File: src/rtl/mig1_run_ctrl.sv
// mig1_run_ctrl: run/reset sequencer for the Mig1 core.
// Stretches the system reset into an active-low core reset (HOLD), clocks
// the core for RUN_CYCLES enabled cycles (RUN), then parks in DONE.
// Every output is a register loaded from the next-state logic below.
`timescale 1ns/1ps

module mig1_run_ctrl #(
  parameter int HOLD_CYCLES = 4,   // core reset low time after reset deasserts
  parameter int RUN_CYCLES  = 10,  // enabled cycles before DONE; 0 = forever
  parameter int CNT_W       = 16   // hold/run counter width
) (
  input  logic             clk,
  input  logic             reset,
  input  logic             halt,
  input  logic             restart,
  output logic             core_reset_n,
  output logic             core_clk_en,
  output logic             run_active,
  output logic             done,
  output logic [CNT_W-1:0] run_count
);

  typedef enum logic [1:0] {
    ST_HOLD = 2'd0,
    ST_RUN  = 2'd1,
    ST_DONE = 2'd2
  } state_t;

  localparam logic [CNT_W-1:0] HOLD_LAST   = CNT_W'(HOLD_CYCLES - 1);
  localparam logic [CNT_W-1:0] RUN_LAST    = CNT_W'(RUN_CYCLES);
  localparam bit               RUN_FOREVER = (RUN_CYCLES == 0);

  state_t           state, state_nx;
  logic [CNT_W-1:0] hold_cnt, hold_cnt_nx;
  logic [CNT_W-1:0] run_count_nx;
  logic [CNT_W-1:0] run_inc;
  logic             core_reset_n_nx;
  logic             core_clk_en_nx;
  logic             run_active_nx;
  logic             done_nx;

  // Wraps naturally at 2^CNT_W, which is what run-forever mode relies on.
  assign run_inc = run_count + CNT_W'(1);

  // Next-state and next-output decode; restart outranks halt, halt outranks counting.
  always_comb begin
    // NOTE: every signal gets a default before the case so no path leaves
    // it unassigned; an unassigned path in always_comb infers a latch.
    state_nx        = state;
    hold_cnt_nx     = hold_cnt;
    run_count_nx    = run_count;
    core_reset_n_nx = core_reset_n;
    core_clk_en_nx  = core_clk_en;
    run_active_nx   = run_active;
    done_nx         = done;

    case (state)
      ST_HOLD: begin
        // The core is clocked while held in reset; halt/restart are ignored.
        core_reset_n_nx = 1'b0;
        core_clk_en_nx  = 1'b1;
        run_active_nx   = 1'b0;
        done_nx         = 1'b0;
        if (hold_cnt == HOLD_LAST) begin
          state_nx        = ST_RUN;
          core_reset_n_nx = 1'b1;
          hold_cnt_nx     = '0;
        end else begin
          hold_cnt_nx = hold_cnt + CNT_W'(1);
        end
      end

      ST_RUN: begin
        core_reset_n_nx = 1'b1;
        done_nx         = 1'b0;
        if (restart) begin
          state_nx        = ST_HOLD;
          hold_cnt_nx     = '0;
          run_count_nx    = '0;
          core_reset_n_nx = 1'b0;
          core_clk_en_nx  = 1'b1;
          run_active_nx   = 1'b0;
        end else if (halt) begin
          // Pausing drops the enable and freezes the count.
          core_clk_en_nx = 1'b0;
          run_active_nx  = 1'b0;
        end else begin
          run_count_nx = run_inc;
          if (!RUN_FOREVER && run_inc == RUN_LAST) begin
            state_nx       = ST_DONE;
            done_nx        = 1'b1;
            core_clk_en_nx = 1'b0;
            run_active_nx  = 1'b0;
          end else begin
            core_clk_en_nx = 1'b1;
            run_active_nx  = 1'b1;
          end
        end
      end

      ST_DONE: begin
        // Parked: run_count stays at RUN_CYCLES until a restart.
        core_reset_n_nx = 1'b1;
        core_clk_en_nx  = 1'b0;
        run_active_nx   = 1'b0;
        done_nx         = 1'b1;
        if (restart) begin
          state_nx        = ST_HOLD;
          hold_cnt_nx     = '0;
          run_count_nx    = '0;
          core_reset_n_nx = 1'b0;
          core_clk_en_nx  = 1'b1;
          done_nx         = 1'b0;
        end
      end

      default: begin
        state_nx        = ST_HOLD;
        hold_cnt_nx     = '0;
        run_count_nx    = '0;
        core_reset_n_nx = 1'b0;
        core_clk_en_nx  = 1'b0;
        run_active_nx   = 1'b0;
        done_nx         = 1'b0;
      end
    endcase
  end

  // State and output registers with synchronous active-high reset.
  always_ff @(posedge clk) begin
    // NOTE: non-blocking assignments so every register samples the values
    // from before this edge, independent of statement order.
    if (reset) begin
      state        <= ST_HOLD;
      hold_cnt     <= '0;
      run_count    <= '0;
      core_reset_n <= 1'b0;
      core_clk_en  <= 1'b0;
      run_active   <= 1'b0;
      done         <= 1'b0;
    end else begin
      state        <= state_nx;
      hold_cnt     <= hold_cnt_nx;
      run_count    <= run_count_nx;
      core_reset_n <= core_reset_n_nx;
      core_clk_en  <= core_clk_en_nx;
      run_active   <= run_active_nx;
      done         <= done_nx;
    end
  end

  // Parameter legality and output invariants (ignored by synthesis).
  a_hold_min: assert property (@(posedge clk) HOLD_CYCLES >= 1);
  a_run_fits: assert property (@(posedge clk) 64'(RUN_CYCLES) < (64'd1 << CNT_W));
  a_excl:     assert property (@(posedge clk) disable iff (reset) !(done && run_active));
  a_rst_idle: assert property (@(posedge clk) disable iff (reset) (!core_reset_n) |-> !run_active);

endmodule

File: config.mk
export PLATFORM = sky130hd
export DESIGN_NAME = mig1_run_ctrl
export DESIGN_NICKNAME = d
export VERILOG_FILES = /design/src/rtl/mig1_run_ctrl.sv
export SDC_FILE = /design/constraint.sdc
export NUM_CORES = 1
export LEC_CHECK = 0
export CORE_UTILIZATION = 50
export DETAILED_ROUTE_END_ITERATION = 8
export HOLD_SLACK_MARGIN = 0.06
export PLACE_DENSITY_LB_ADDON = 0.12
export REMOVE_ABC_BUFFERS = 1
export SETUP_SLACK_MARGIN = 0.4
export SLEW_MARGIN = 30
export SYNTH_ARGS = -nofsm -noshare
export SYNTH_HDL_FRONTEND = slang
export SYNTH_SLANG_ARGS = --single-unit
File: constraint.sdc
create_clock -name clk -period 2 [get_ports clk]
set_input_delay 0.4 -clock clk [delete_from_list [all_inputs] [get_ports clk]]
set_output_delay 0.4 -clock clk [all_outputs]
set_load 0.1 [all_outputs]
==> results of run 1 <==
registers in the layout, summed over array words and instances, names as in the netlist:
register	count
core_clk_en	1
core_reset_n	1
done	1
hold_cnt	16
run_active	1
run_count	16
state	2
metal layers:
layer / wire, um / up-vias / share of wire, % / track usage [%]
li1: - / 1116 / - / -
met3: 735 / 51 / 9.1 / 6.83
met2: 3870 / 187 / 48 / 53.7
met1: 3120 / 1195 / 38 / 40.5
met4: 384 / 0 / 4.7 / 14.3
met5: 0 / - / 0 / 0
power by group:
part | switching (uW) | leakage, uW | total [uW] | internal [uW]
combinational | 524 | 0.000974 | 964 | 440
sequential | 45.6 | 0.000314 | 843 | 797
clock | 294 | 0.0000472 | 571 | 277
worst register-to-register path, cell delays in order, from the launching register on:
cell and delay (ps):
dfxtp_1 400, ha_1 220, nor4b_2 220, nand4_1 180, nand2_2 180, o21ai_0 170
or4_1 440, a21oi_1 150
area by class of cell:
| type | count | area, um^2 | area share [%] |
|---|---|---|---|
| inverters | 7 | 31.3 | 0.893 |
| flip-flops and latches | 38 | 788 | 22.5 |
| repair buffers | 83 | 905 | 25.8 |
| clock inverters | 2 | 12.5 | 0.357 |
| well taps | 50 | 62.6 | 1.79 |
| multi-input cells | 207 | 1620 | 46.3 |
| clock buffers | 6 | 82.6 | 2.36 |
stage by stage:
step | utilization [%] | worst slack [ps] | setup TNS [ps] | instances | total power (uW)
2_1_floorplan | - | -801 | -8010 | 251 | 1200
3_3_place_gp | 69.1 | -156 | -1070 | 364 | 1360
3_5_place_dp | 69.1 | -245 | -2010 | 364 | 1370
4_1_cts | 80.8 | 72.4 | 0 | 388 | 2230
5_1_grt | 85.7 | -76.3 | -138 | 393 | 2450
6_report | 85.7 | -33.1 | -47.4 | 393 | 2380
timing repair:
action	in CTS	in global routing
buffers inserted	15	4
gates resized for setup	69	40
gates cloned	1	1
setup endpoints to repair	36	37
pin swaps	32	23
worst max path at each step:
stage	cells past startpoint	end	slack, ps	from
after floorplan	7	state[0]	-800	run_count[0]
after global placement	6	run_count[9]	-160	halt
after detailed placement	6	run_count[9]	-250	halt
after CTS	6	state[0]	70	run_count[2]
after global routing	7	state[0]	-80	run_count[2]
final	7	state[0]	-30	hold_cnt[0]
layout by cell type, fill, tap and decap left out, types with 3 or more instances in the layout:
master,netlist,layout
buf_4,1,52
nor2_1,37,28
dfxtp_1,38,28
a21oi_1,26,19
buf_12,0,17
nand2_1,12,11
nand4_1,10,10
o21ai_0,18,10
buf_6,2,10
xor2_1,10,9
a21oi_2,0,7
o21ai_1,0,7
nor2_4,0,6
clkbuf_8,0,6
dfxtp_4,0,6
nand3_1,9,5
xnor2_1,8,5
inv_1,7,4
nor3_2,0,4
nor3_1,9,4
nor2_2,1,4
nand3_2,0,4
a31oi_1,5,4
or3_1,5,4
dfxtp_2,0,4
nor4_1,5,3
xnor2_2,0,3
nand3b_1,3,3
nand4b_1,3,3
ha_1,7,3
ha_4,0,3
cell families after synthesis:
family	Yosys count	synth area share [%]
and+or+nand+nor	116	29.7
AOI/OAI and AO/OA	64	18.2
DFF	38	35.1
buffers and inverters	24	5.14
xor gates and xnor gates	18	7.27
adders and majority gates	7	4.04
muxes	1	0.462
==> flow_metrics.env, run 1 <==
export IMPL_core_area_um2=4090
export IMPL_synthTopCellsByArea="dfxtp_1 35%, nor2_1 6.4%, a21oi_1 6.0%"
export IMPL_min_path_cells=1
export IMPL_timing_rr_end="state[0]"
export IMPL_start_util_pct=53.0
export IMPL_syn_area_um2=2170
export IMPL_rsz0062_at_grt="true"
export IMPL_drcViolationCount=0
export IMPL_timing_final_ws_setup_ps=-33.1
export IMPL_via_count=2549
export IMPL_area_growth_pct=61.7
export IMPL_finalCriticalPeriod_ps=2030
export IMPL_path_max_fanout=4
export IMPL_cp_data_required_time_ps=2230
export IMPL_syn_inst=268
export IMPL_synth_most_common_cell="dfxtp_1"
export IMPL_fp_dieH_um=67.8
export IMPL_antenna_found_initial=0
export IMPL_yosysWarnings=0
export IMPL_tritoncts="yes"
export IMPL_layout_drive_gt1_share_pct=47.8
export IMPL_ys_types=48
export IMPL_cts_hold_fix_buffers=0
export IMPL_finalCritPeriodShare_pct=102
export IMPL_cap_violations=0
export IMPL_path_buf_inv=0
export IMPL_die_area_um2=4600
export IMPL_path_class="reg2reg"
export IMPL_grt_max_degree=20
export IMPL_ys_ff_latch=38
export IMPL_netlist_area_leader_share_pct=35.1
export IMPL_syn_area_per_cell_um2=8.09
export IMPL_critical_path_max_stage_delay_ps=440
export IMPL_route_antenna_remaining_nets=0
export IMPL_clk_path_buf_depth=2
export IMPL_postLayoutCellArea_um2=3500
export IMPL_place_gp_congestion=0.991
export IMPL_num_fill_cells=198
export IMPL_hpwl_um=4010
export IMPL_synth_edf_count=0
export IMPL_dr_pass1_iters=6
export IMPL_end_kind="flop"
export IMPL_leakage_uw=0.00133
export IMPL_overflow=0
export IMPL_cts_root_buf="clkbuf_8"
export IMPL_hold_end="state[1]"
export IMPL_hp_start="state[1]"
export IMPL_ios=24
export IMPL_final_hold_violation_count=0
export IMPL_grt_usage_pct=32.5
export IMPL_cp_slowest_cell="or4_1"
export IMPL_setup_violations_final=2
export IMPL_reg2reg_depth=7
export IMPL_core_rowCount=23
export IMPL_dpl_cell_area_um2=2830
export IMPL_power_per_cell_area_nw_per_um2=679
export IMPL_r2r_start="hold_cnt[0]"
export IMPL_path_clk_slew_ps=90
export IMPL_ys_seq_area_share_pct=35.1
export IMPL_async_flop_share_pct=0
export IMPL_outcome="finished, violations left"
export IMPL_wl_per_cell_um=20.6
export IMPL_worstSkewPairLatency_ps=300
export IMPL_crit_arrival_ps=2260
export IMPL_worst_pin_slew_ps=412
export IMPL_diodes=0
export IMPL_synth_largest_area_cell="dfxtp_1"
export IMPL_worst_setup_path_start_kind="flop"
export IMPL_grt_pass1_wl_um=11000
export IMPL_synth_commonest_cells="38 x dfxtp_1, 37 x nor2_1, 26 x a21oi_1"
export IMPL_reg2reg_setup_slack_ps=-30
export IMPL_cp_top_family="simple AND/OR/NAND/NOR gates"
export IMPL_crit_chain="ha_1, nor4b_2, nand4_1, nand2_2, o21ai_0, or4_1, a21oi_1"
export IMPL_ys_flop_type="dfxtp_1"
export IMPL_drt_total_wl_um=8110
export IMPL_skew_ps=13.3
export IMPL_die_w_um=67.8
export IMPL_hold_slack_ps=522
export IMPL_cts_htree_levels=2
export IMPL_initialDrtViolationCount=310
export IMPL_nNetsFinal=353
export IMPL_violations="setup timing"
export IMPL_max_freq_mhz=492
export IMPL_report_final_slew_viol_count=0
export IMPL_cts_sinks=38
export IMPL_drt_vias_per_instance=6.49
export IMPL_cts_inserted_buffers=5
export IMPL_relSlewSlack_pct=72.4
export IMPL_port_buffers=23
export IMPL_hp_class="reg2reg"
export IMPL_ir_drop_v=0.000522
export IMPL_grt_pass1_vias=2292
No activity file was read; power rests on OpenSTA's default activity.
==> run 2, diff against run 1 <==
CTS_BUF_LIST = sky130_fd_sc_hd__clkbuf_16   (was default)
HOLD_SLACK_MARGIN = 0.05   (was 0.06)
REMOVE_ABC_BUFFERS = default   (was 1)
==> run 2 against run 1 <==
Net effect:
- the run still ends with setup timing left
- combinational power grew 5%
- first-iteration DRC count shrank 8.4%
- die area is the same
- sequential share of layout area grew 0.90 points
- utilization shrank 0.28 points
- clock power grew 77%
- total power grew 21%
- flip-flop and latch count is the same
- clock-buffer cell count is the same
- non-clock buffer count shrank 7
- setup slack lost 34 ps
- critical endpoint unchanged
- largest power group unchanged
- highest routed layer unchanged
==> flow_metrics.env, run 2 (synthesis results as in run 1) <==
export IMPL_reg2reg_depth=7
export IMPL_ir_drop_v=0.000598
export IMPL_worstSkewPairLatency_ps=280
export IMPL_area_growth_pct=61.1
export IMPL_cp_data_required_time_ps=2210
export IMPL_max_freq_mhz=484
export IMPL_num_fill_cells=201
export IMPL_cts_htree_levels=2
export IMPL_crit_chain="and4_4, buf_4, nand4_1, a21oi_1, o2111ai_2, or4_4, a21oi_2"
export IMPL_initialDrtViolationCount=284
export IMPL_report_final_slew_viol_count=0
export IMPL_cap_violations=0
export IMPL_top_regs="hold_cnt: 16 flops, run_count: 16 flops, state: 2 flops"
export IMPL_path_clk_slew_ps=60
export IMPL_crit_arrival_ps=2280
export IMPL_via_count=2490
export IMPL_worst_setup_path_start_kind="flop"
export IMPL_end_kind="flop"
export IMPL_hpwl_um=3500
export IMPL_setup_violations_final=4
export IMPL_dr_pass1_iters=5
export IMPL_relSlewSlack_pct=70.9
export IMPL_fp_dieH_um=67.8
export IMPL_skew_ps=6.48
export IMPL_path_class="reg2reg"
export IMPL_grt_pass1_vias=1993
export IMPL_start_util_pct=53.0
export IMPL_cts_sinks=38
export IMPL_rsz0062_at_grt="true"
export IMPL_fin_setup_tns_ps=-139
export IMPL_cts_inserted_buffers=5
export IMPL_hold_slack_ps=492
export IMPL_final_common_cell="buf_4"
export IMPL_outcome="finished, violations left"
export IMPL_drcViolationCount=0
export IMPL_cp_slowest_cell="or4_4"
export IMPL_cts_hold_fix_buffers=0
export IMPL_leakage_uw=0.00131
export IMPL_route_antenna_remaining_nets=0
export IMPL_tritoncts="yes"
export IMPL_wl_per_cell_um=21.3
export IMPL_grt_usage_pct=27.9
export IMPL_port_buffers=23
export IMPL_hp_class="in2reg"
export IMPL_violations="setup timing"
export IMPL_diodes=0
export IMPL_layout_common_cells="58 x buf_4, 19 x nor2_1, 19 x dfxtp_1, 16 x a21oi_1, 14 x nor2_4"
export IMPL_power_per_cell_area_nw_per_um2=823
export IMPL_nNetsFinal=345
export IMPL_synth_fp_nets=279
export IMPL_cts_root_buf="clkbuf_16"
export IMPL_core_area_um2=4090
export IMPL_finalCriticalPeriod_ps=2070
export IMPL_path_max_fanout=7
export IMPL_drt_total_wl_um=8200
export IMPL_die_area_um2=4600
export IMPL_antenna_found_initial=0
export IMPL_drt_vias_per_instance=6.47
export IMPL_ios=24
export IMPL_min_path_cells=3
export IMPL_timing_final_ws_setup_ps=-67.0
export IMPL_finalCritPeriodShare_pct=103
export IMPL_grt_pass1_wl_um=9720
export IMPL_layout_drive_gt1_share_pct=53.1
export IMPL_multi_input_area_um2=1700
export IMPL_clk_path_buf_depth=2
export IMPL_worst_pin_slew_ps=435
export IMPL_seq_area_um2=817
export IMPL_final_hold_violation_count=0
export IMPL_overflow=0
export IMPL_finalPower_uw=2870
export IMPL_core_rowCount=23
export IMPL_die_w_um=67.8
export IMPL_grt_max_degree=20
export IMPL_critical_path_max_stage_delay_ps=540
export IMPL_place_gp_congestion=0.816
export IMPL_pre_cts_ws_ps=-275
==> run 2: metal layers <==
metal,GRT usage (%),up-vias,part of all wire (%)
li1,-,1101,-
met1,38.0,1177,40
met2,44.8,167,47
met3,5.00,45,8.4
met4,8.33,0,4.0
met5,0,-,0
==> run 2: metrics by stage <==
stage / utilization [%] / cells / instance area (um^2)
2_1_floorplan: - / 268 / 2300
3_5_place_dp: 64.6 / 350 / 2640
5_1_grt: 85.5 / 385 / 3490
4_1_cts: 76.1 / 375 / 3110
6_report: 85.5 / 385 / 3490
3_3_place_gp: 64.6 / 350 / 2640
==> run 2: worst max-delay path: cells and delay by family, from the launching register on <==
kind	cells	cell delay, ps
and+or+nand+nor	3	940
AOI/OAI and AO/OA	3	540
buffers and inverters	1	120
DFF	1	390
==> run 2: power by group <==
group / internal, uW / total, uW / switching, uW / leakage, uW
sequential: 792 / 850 / 57.4 / 0.000320
combinational: 429 / 1010 / 585 / 0.000893
clock: 667 / 1010 / 343 / 0.0000922
==> run 2: repair_timing <==
action                     4_1_cts  5_1_grt
pin swaps                       29       20
hold endpoints to repair         0        0
setup endpoints to repair       36       36
buffers inserted                17        9
gates resized for setup         41       75
cloned                           0        1
==> run 2: final timing paths <==
| kind | from | endpoint | slack (ps) |
|---|---|---|---|
| hold reg to reg | hold_cnt[13] | hold_cnt[13] | 540 |
| setup reg to reg | run_count[9] | state[0] | -70 |
| setup / recovery | run_count[9] | state[0] | -70 |
| hold / removal | halt | run_active | 490 |
==> run 2: final cells by class <==
cell class / instances / share of cell area (%)
multi-input combinational: 206 / 48.7
sequential: 38 / 23.4
timing repair buffer: 76 / 19.6
clock buffer: 6 / 4.30
tap: 50 / 1.79
clock inverter: 2 / 1.11
inverter: 7 / 1.11
==> run 3, diff against run 2 <==
CORE_UTILIZATION = 35   (was 50)
MAX_ROUTING_LAYER = met4   (was default)
==> run 3 against run 2 <==
Net effect:
- the flow now finishes without violations
- total power fell by 20%
- global-route usage fell by 8.0 points
- cell area fell by 9.0%
- setup slack improved by 130 ps
- flip-flop and latch count did not move
- die area rose by 41%
- hold slack improved by 27 ps
- critical path type unchanged
==> flow_metrics.env, run 3 (synthesis results as in run 1) <==
export IMPL_outcome="finished, final reports clean"
export IMPL_place_gp_congestion=0.789
export IMPL_antenna_found_initial=0
export IMPL_timing_rr_end="state[0]"
export IMPL_nNetsFinal=347
export IMPL_grt_max_degree=25
export IMPL_r2r_start="run_count[5]"
export IMPL_path_clk_slew_ps=60
export IMPL_drt_vias_per_instance=5.22
export IMPL_switching_share_pct=33.2
export IMPL_max_freq_mhz=517
export IMPL_start_util_pct=36.4
export IMPL_worstSkewPairLatency_ps=280
export IMPL_final_common_cell="buf_4"
export IMPL_hpwl_um=3890
export IMPL_diodes=0
export IMPL_postLayoutCellArea_um2=3180
export IMPL_port_buffers=23
export IMPL_power_switching_uw=768
export IMPL_grt_usage_pct=19.9
export IMPL_finalPower_uw=2310
export IMPL_core_area_um2=5960
export IMPL_hp_start="hold_cnt[15]"
export IMPL_overflow=0
export IMPL_ios=24
export IMPL_intPower_uw=1540
export IMPL_path_max_fanout=7
export IMPL_power_frac_comb_pct=30.9
export IMPL_endpoint="state[0]"
export IMPL_drt_total_wl_um=5910
export IMPL_die_area_um2=6510
export IMPL_cts_sinks=38
export IMPL_cts_root_buf="clkbuf_16"
export IMPL_reg2reg_depth=6
export IMPL_skew_ps=6.13
export IMPL_cts_inserted_buffers=5
export IMPL_rsz0062_at_grt="true"
export IMPL_finalCriticalPeriod_ps=1930
export IMPL_via_count=2151
export IMPL_grt_pass1_vias=2024
export IMPL_finalCritPeriodShare_pct=96.7
export IMPL_power_frac_seq_pct=35.4
export IMPL_tritoncts="yes"
export IMPL_leakage_uw=0.00121
export IMPL_cap_violations=0
export IMPL_wl_per_cell_um=14.3
export IMPL_worst_setup_path_start_kind="flop"
export IMPL_synth_fp_nets=279
export IMPL_cp_startpoint="run_count[5]"
export IMPL_power_per_cell_area_nw_per_um2=726
export IMPL_report_final_slew_viol_count=0
export IMPL_dr_pass1_iters=4
export IMPL_crit_arrival_ps=2150
export IMPL_path_class="reg2reg"
export IMPL_clk_path_buf_depth=2
export IMPL_drcViolationCount=0
export IMPL_die_w_um=80.7
export IMPL_crit_chain="and4_4, nand2_2, o31ai_4, o2111ai_4, or4_4, a21oi_2"
export IMPL_initialDrtViolationCount=132
export IMPL_core_rowCount=28
export IMPL_cp_data_required_time_ps=2210
export IMPL_fp_dieH_um=80.7
export IMPL_reg2reg_setup_slack_ps=70
export IMPL_dpl_cell_area_um2=2740
export IMPL_hp_class="reg2reg"
export IMPL_relSlewSlack_pct=75.0
export IMPL_cp_slowest_cell="or4_4"
export IMPL_final_hold_violation_count=0
export IMPL_area_growth_pct=46.7
export IMPL_route_antenna_remaining_nets=0
export IMPL_worst_pin_slew_ps=372
export IMPL_layout_common_cells="69 x buf_4, 35 x nor2_1, 21 x dfxtp_1, 19 x a21oi_1, 16 x o21ai_0"
export IMPL_grt_pass1_wl_um=9530
export IMPL_layout_drive_gt1_share_pct=43.3
export IMPL_end_kind="flop"
export IMPL_clkPwrFrac_pct=33.7
export IMPL_top_regs="hold_cnt: 16 flops, run_count: 16 flops, state: 2 flops"
export IMPL_setup_violations_final=0
export IMPL_cts_htree_levels=2
export IMPL_critical_path_max_stage_delay_ps=510
export IMPL_ir_drop_v=0.000503
-- run 3: worst max-delay path, delay by kind of cell (launching register included) --
| family | cells | cell delay (ps) |
|---|---|---|
| compound gates | 3 | 600 |
| simple gates | 3 | 900 |
| flops | 1 | 370 |
-- run 3: repair_timing --
action                     CTS  global route
hold buffers                 0             0
buffers inserted             9             8
pin swaps                    5             9
cloned                       0             1
setup endpoints to repair   36            37
gates resized for setup     12            32
-- run 3: per-layer routing --
layer / GRT usage [%] / routed length (um) / part of all wire (%) / vias to the layer above
li1: - / - / - / 1108
met1: 24.3 / 2750 / 47 / 1011
met4: 8.04 / 97 / 1.6 / 0
met5: - / 0 / 0 / -
met2: 32.7 / 2920 / 49 / 24
met3: 3.07 / 139 / 2.4 / 8
-- run 3: worst min path at each step --
stage	depth (start not counted)	endpoint
after floorplan	1	run_active
after global placement	2	hold_cnt[1]
after detailed placement	2	hold_cnt[15]
after CTS	1	state[1]
after global routing	1	state[1]
final	2	hold_cnt[15]
-- run 3: stage by stage --
step	util, %	instances	setup TNS (ps)	hold WS, ps	setup slack (ps)
final	53.4	412	0	519	65.9
after global routing	53.4	412	-9.70	548	-9.70
after CTS	50.1	403	0	521	48.4
after detailed placement	46.0	386	-2320	500	-142
after global placement	46.0	386	-2000	501	-113
after floorplan	-	268	-401	479	-110
-- run 3: power by group through the flow --
| stage | Clock (uW) | Sequential (uW) | Combinational, uW |
|---|---|---|---|
| 2_1_floorplan | 0 | 912 | 317 |
| 3_3_place_gp | 0 | 825 | 559 |
| 3_5_place_dp | 0 | 827 | 564 |
| 4_1_cts | 803 | 810 | 627 |
| 5_1_grt | 832 | 823 | 786 |
| 6_report | 778 | 817 | 713 |
-- run 3: area by class of cell --
class | instances | area [um^2]
Multi-Input combinational cell | 207 | 1490
Tap cell | 75 | 93.8
Timing Repair Buffer | 77 | 616
Sequential cell | 38 | 810
Inverter | 7 | 26.3
Fill cell | 587 | 2780
Clock buffer | 5 | 125
Clock inverter | 3 | 15.0
